===== src/rtl/imm_gen_stage.sv =====
// RISC-V immediate extraction stage with a 2-entry (main + skid) output buffer.
// Latency 1 cycle; in_ready comes from a flop, so it never depends combinationally on out_ready.
module imm_gen_stage #(
  parameter int XLEN  = 32,
  parameter int TAG_W = 5
) (
  input  logic             clk,
  input  logic             rst,
  input  logic             in_valid,
  output logic             in_ready,
  input  logic [31:0]      instr,
  input  logic [2:0]       imm_src,
  input  logic [TAG_W-1:0] in_tag,
  output logic             out_valid,
  input  logic             out_ready,
  output logic [XLEN-1:0]  imm,
  output logic [TAG_W-1:0] out_tag,
  output logic             out_illegal,
  output logic [15:0]      illegal_cnt
);

  if (XLEN != 32 && XLEN != 64) begin : g_bad_xlen
    $error("imm_gen_stage: XLEN must be 32 or 64");
  end

  typedef struct packed {
    logic [XLEN-1:0]  imm;
    logic [TAG_W-1:0] tag;
    logic             ill;
  } res_t;

  typedef enum logic [1:0] {EMPTY, ONE, FULL} state_t;

  state_t      st, st_nxt;
  res_t        dec, main_q, skid_q;
  logic        rdy_q;
  logic [15:0] cnt_q;
  logic        in_xfer, out_xfer;
  logic        load_main, load_skid, move_skid;

  // The opcode field plays no part in any immediate format.
  logic unused_opcode;
  assign unused_opcode = ^instr[6:0];

  always_comb begin
    dec     = '0;
    dec.tag = in_tag;
    case (imm_src)
      3'b000: dec.imm = XLEN'($signed(instr[31:20]));
      3'b001: dec.imm = XLEN'($signed({instr[31:25], instr[11:7]}));
      3'b010: dec.imm = XLEN'($signed({instr[31], instr[7], instr[30:25], instr[11:8], 1'b0}));
      3'b011: dec.imm = XLEN'($signed({instr[31:12], 12'b0}));
      3'b100: dec.imm = XLEN'($signed({instr[31], instr[19:12], instr[20], instr[30:21], 1'b0}));
      3'b101: begin
        if (XLEN == 64) dec.imm = XLEN'(instr[25:20]);
        else            dec.imm = XLEN'(instr[24:20]);
      end
      default: dec.ill = 1'b1;
    endcase
  end

  assign in_ready  = rdy_q;
  assign out_valid = (st != EMPTY);
  assign in_xfer   = in_valid & rdy_q;
  assign out_xfer  = out_valid & out_ready;

  always_comb begin
    st_nxt    = st;
    load_main = 1'b0;
    load_skid = 1'b0;
    move_skid = 1'b0;
    case (st)
      EMPTY: if (in_xfer) begin
        load_main = 1'b1;
        st_nxt    = ONE;
      end
      ONE: begin
        if (in_xfer && out_xfer) begin
          load_main = 1'b1;
        end else if (in_xfer) begin
          load_skid = 1'b1;
          st_nxt    = FULL;
        end else if (out_xfer) begin
          st_nxt    = EMPTY;
        end
      end
      FULL: if (out_xfer) begin
        move_skid = 1'b1;
        st_nxt    = ONE;
      end
      default: st_nxt = EMPTY;
    endcase
  end

  always_ff @(posedge clk or posedge rst) begin
    if (rst) begin
      st     <= EMPTY;
      rdy_q  <= 1'b1;
      main_q <= '0;
      skid_q <= '0;
      cnt_q  <= '0;
    end else begin
      st    <= st_nxt;
      rdy_q <= (st_nxt != FULL);
      if (load_main)      main_q <= dec;
      else if (move_skid) main_q <= skid_q;
      if (load_skid)      skid_q <= dec;
      if (in_xfer && dec.ill && cnt_q != 16'hFFFF) cnt_q <= cnt_q + 16'd1;
    end
  end

  assign imm         = main_q.imm;
  assign out_tag     = main_q.tag;
  assign out_illegal = main_q.ill;
  assign illegal_cnt = cnt_q;

endmodule


===== config.mk =====
export PLATFORM = sky130hd
export DESIGN_NAME = imm_gen_stage
export DESIGN_NICKNAME = d
export VERILOG_FILES = /design/src/rtl/imm_gen_stage.sv
export SDC_FILE = /design/constraint.sdc
export NUM_CORES = 1
export LEC_CHECK = 0
export BUFFER_PORTS_ARGS = -buffer_cell sky130_fd_sc_hd__buf_2
export CAP_MARGIN = 20
export CORE_UTILIZATION = 40
export DETAILED_ROUTE_END_ITERATION = 8
export PLACE_DENSITY = 0.63
export SYNTH_ARGS = -nofsm -noshare
export SYNTH_HDL_FRONTEND = slang
export SYNTH_SLANG_ARGS = --single-unit

===== constraint.sdc =====
create_clock -name clk -period 3.9 [get_ports clk]
set_clock_uncertainty 0.05 [all_clocks]
set_input_delay 0.975 -clock clk [delete_from_list [all_inputs] [get_ports clk]]
set_output_delay 0.975 -clock clk [all_outputs]
set_load 0.03 [all_outputs]

# ---- After elaboration in Yosys (flattened, before gate mapping)
# Cells that the tools add are included.
dict set report word_totals {
  inputBits 44
  ff_bits 95
}
dict set report classes {
  n_mux 17
  n_addsub 1
  bitwise 2
  reduce_logical 8
  n_eq_ne 9
}
# op count
set op_table {}
lappend op_table {{$pmux W32 S6} 1}
lappend op_table {{$mux W38} 2}
lappend op_table {{$add A16 B1 Y16 const B} 1}
lappend op_table {{$ne A16 B16 Y1 const B} 1}
lappend op_table {{$mux W2} 5}
lappend op_table {{$mux W1} 7}
lappend op_table {{$eq A3 B2 Y1 const B} 2}
lappend op_table {{$eq A3 B3 Y1 const B} 2}
lappend op_table {{$pmux W2 S3} 1}
lappend op_table {{$reduce_or A6 Y1} 1}
lappend op_table {{$reduce_bool A2 Y1} 2}
lappend op_table {{$eq A3 B1 Y1 const B} 1}
lappend op_table {{$logic_and A1 B1 Y1} 3}
lappend op_table {{$logic_not A3 Y1} 1}
lappend op_table {{$and A1 B1 Y1} 2}
lappend op_table {{$eq A2 B1 Y1 const B} 1}
lappend op_table {{$eq A2 B2 Y1 const B} 1}
lappend op_table {{$logic_not A2 Y1} 1}
lappend op_table {{$ne A2 B2 Y1 const B} 1}
lappend op_table {{$pmux W1 S2} 1}

# ---- Logic depth before layout (Yosys ltp)
dict set report logic_depth {
  word_depth 7
  depth_mapped 7
  mapped_depth_nobuf 5
}

# ---- Worst setup path before layout
# Ideal clock, no wire load.
dict set report synth_timing {
  kind {input to register}
  from {input imm_src[2]}
  to {register cnt_q[11] (netlist: illegal_cnt[11])}
  setup_slack_ps 1598
  path_stages 5
  setup_ps 81
  arrival_ps 2172
  path_buffers 1
  t_required_ps 3769
  cell_sequence {buf_4 nand4_4 or4_4 nor3b_2 xor2_1}
}
dict set report synth_between {
  elab_chain_cells 5
  elab_cells_between_ends 10
  cone_classes {eq/ne (5); mux (1); reduce/logical (4)}
}
# element line_no
set synth_rtl {}
lappend synth_rtl {{start, declared} 12} ;# input logic [2:0] imm_src,
lappend synth_rtl {{$eq A3 B3 Y1 (tied with other cells)} 48} ;# case (imm_src)
lappend synth_rtl {{$reduce_or A6 Y1 (no source line) (*)} -}
lappend synth_rtl {{$mux W1 (*)} 48}
lappend synth_rtl {{$logic_and A1 B1 Y1 (*) (2 in a row)} 108} ;# if (in_xfer && dec.ill && cnt_q != 16'hFFFF) cnt_q <= cnt_q + 16'd1;
lappend synth_rtl {{end signal, assigned} 108}
lappend synth_rtl {{end, declared} 37} ;# logic [15:0] cnt_q;
# Every way passes the cells marked *; elsewhere a longest branch is shown, timed or not.
# A chain may end at the register's enable or synchronous reset.

# ---- Worst setup path in the final report
dict set report layout_timing {
  from {register st[0]}
  to {output out_valid}
}
dict set report layout_between {
  elab_chain_cells 1
}
# element line_no
set layout_rtl {}
lappend layout_rtl {{start, declared} 34} ;# state_t st, st_nxt;
lappend layout_rtl {{start signal, assigned} 103} ;# st <= st_nxt;
lappend layout_rtl {{$reduce_bool A2 Y1} 63} ;# assign out_valid = (st != EMPTY);
lappend layout_rtl {{end, declared} 14} ;# output logic out_valid,
# Every way passes these cells.

==> run summary <==
grt ovf: 0
syn avg cell area: 10.1 um2
max_slew headroom: 41.8%
vias per cell: 5.37
hpwl dp: 6830 um
CTS sink cnt: 95
starting density of the core: 42.0%
Post-route DRC: 0
Initial DRT Pass Iterations: 4
layout cells sized above 1: 26.0%
initial antenna violation count: 0
# IOs: 100
Area after DPL: 4730 um2
clock transition at the registers of the reported paths: 0.08 ns
Clock Tree Buf Depth: 2
register cell area after layout: 2380 um2
area added between synthesis and finish: 17.7%
Pwr Density: 709 nW/um2
commonest non-fill, non-tap cell in the layout: dfrtp_1
Post-Layout Cell Count: 630
synthesized cell area: 4180 um2
vias in the first global route: 3307
Setup Fix Bufs, Post-CTS: 0
crit path capture type: output port
leading cell types in the layout, fill and taps excluded: dfrtp_1, buf_2, nand2_1
Pleak: 2.40 nW
IO Port Bufs: 92
largest net degree at the start of global routing: 70
chip height: 104 um
drt total wl: 10200 um
ys async rst share: 100%
Hold Buf Count CTS: 0
final hold vios: 0
fin util: 49.4%
Yosys Warn Count: 0
final setup vio count: 0
CTS resizes: 0
setup TNS: 0 ns
CTS tree: built
worst-path fanout max: 6
startpoint types: flop
GRT Total Usage: 19.8%
Mapped Cells: 413
required time of the critical path: 2.87 ns
ys flop type: dfrtp_1
n_diodes: 0
post-route ant nets: 0
share of the synthesized area in the top cell type: 56.3%
kind of critical path: flop to output port
register area share after synthesis: 57.0%
VDD IR max: 0.000307 V
via count: 3383
worst skew pair latency: 0.35 ns
Yosys reg bits: 95
fin crit period: 2.31 ns
Die W: 104 um
GPL Wtd Cong: 0.817
DR iter-0 viols: 168
library cells used by synthesis: 45
Avg WL per Cell: 16.1 um
Site Rows: 36
global-route wire length before repair: 16900 um
MaxCap Viol Count: 0
CTS root buf: clkbuf_8
die area: 10900 um2
Final WS setup: 1.59 ns
number of synthesized flops with an enable pin: 0
Design Area, Final: 4920 um2
# nets final: 539
RSZ-0062 raised after global routing: no
Worst EP arrival: 1.28 ns
fin crit share: 59.1%
Overall Power: 3.49 mW
# fillers: 950
hold_ws: 0.429 ns
Least-Margin Pin Slew: 0.871 ns
Max Slew Vio Count: 0
core area: 9950 um2
Multi-input gate area: 1670 um2
top post-synthesis cells by area: dfrtp_1, o21ai_0, nand2_1
placed instance count: 615
min-delay worst type: flop to flop
TritonCTS Buffers: 9
post-synth top area cell: dfrtp_1
pre-CTS setup slack: 1.15 ns
syn nets: 458
CTS H-tree depth: 3
status: finished clean
fmax: 434 MHz
[layout make-up]
type                            instances  area share, %
Inverter                                4          0.356
Clock inverter                          1          0.102
Timing Repair Buffer                   98           10.5
Clock buffer                           13           3.23
Sequential cell                        95           48.4
Multi-Input combinational cell        286           34.0
Tap cell                              133           3.39
[critical path, cell delays in order, from the launching register on]
cell	delay (ns)
dfrtp_1	0.44
or2_2	0.31
buf_2	0.18
[Yosys cell counts (all sizes together), types with 3 or more instances]
library cell and instances:
a22oi 32, a21oi 32, xor2 11, nand3 10, and3b 3, xnor2 4, nand4 5, a211oi 6
clkbuf 18, or2 4, nor2b 8, nor2 6, nor4 3, dfrtp 94, and4 3, nor3 7
inv 4, buf 10, nand2 70, o21ai 55, mux2 3
[metal layers]
layer | vias to the layer above | part of all wire, % | global-route usage, %
met5 | - | 0 | 0
met2 | 70 | 48 | 31.0
li1 | 1626 | - | -
met3 | 10 | 4.0 | 3.51
met4 | 0 | 1.3 | 7.76
met1 | 1677 | 47 | 27.3
[cell families after synthesis]
family / share of synthesized area (%)
compound gates: 19.5
simple gates: 15.6
flops: 57.0
buf+inv: 3.21
xor+xnor: 3.15
mux: 1.29
fa+ha+maj: 0.300
[flip-flops by register name (all words and copies together), names as in the netlist]
signal	count
st	2
imm	32
in_ready	1
illegal_cnt	16
out_illegal	1
out_tag	5
skid_q	38
[final timing paths]
path	start	to	slack (ns)	cells past startpoint
max in group asynchronous	rst	in_ready	2.32	3
hold / removal	out_tag[4]	out_tag[4]	0.43	2
hold reg to reg	out_tag[4]	out_tag[4]	0.43	2
setup reg to reg	in_ready	imm[0]	1.91	4
setup / recovery	st[0]	out_valid	1.59	2
min in group asynchronous	rst	imm[3]	0.66	2
[report_power, final]
part	internal, mW	total (mW)	switching [mW]
combinational	0.420	1.32	0.898
sequential	1.36	1.59	0.230
clock	0.260	0.575	0.315
No activity file was read; power rests on OpenSTA's default activity.
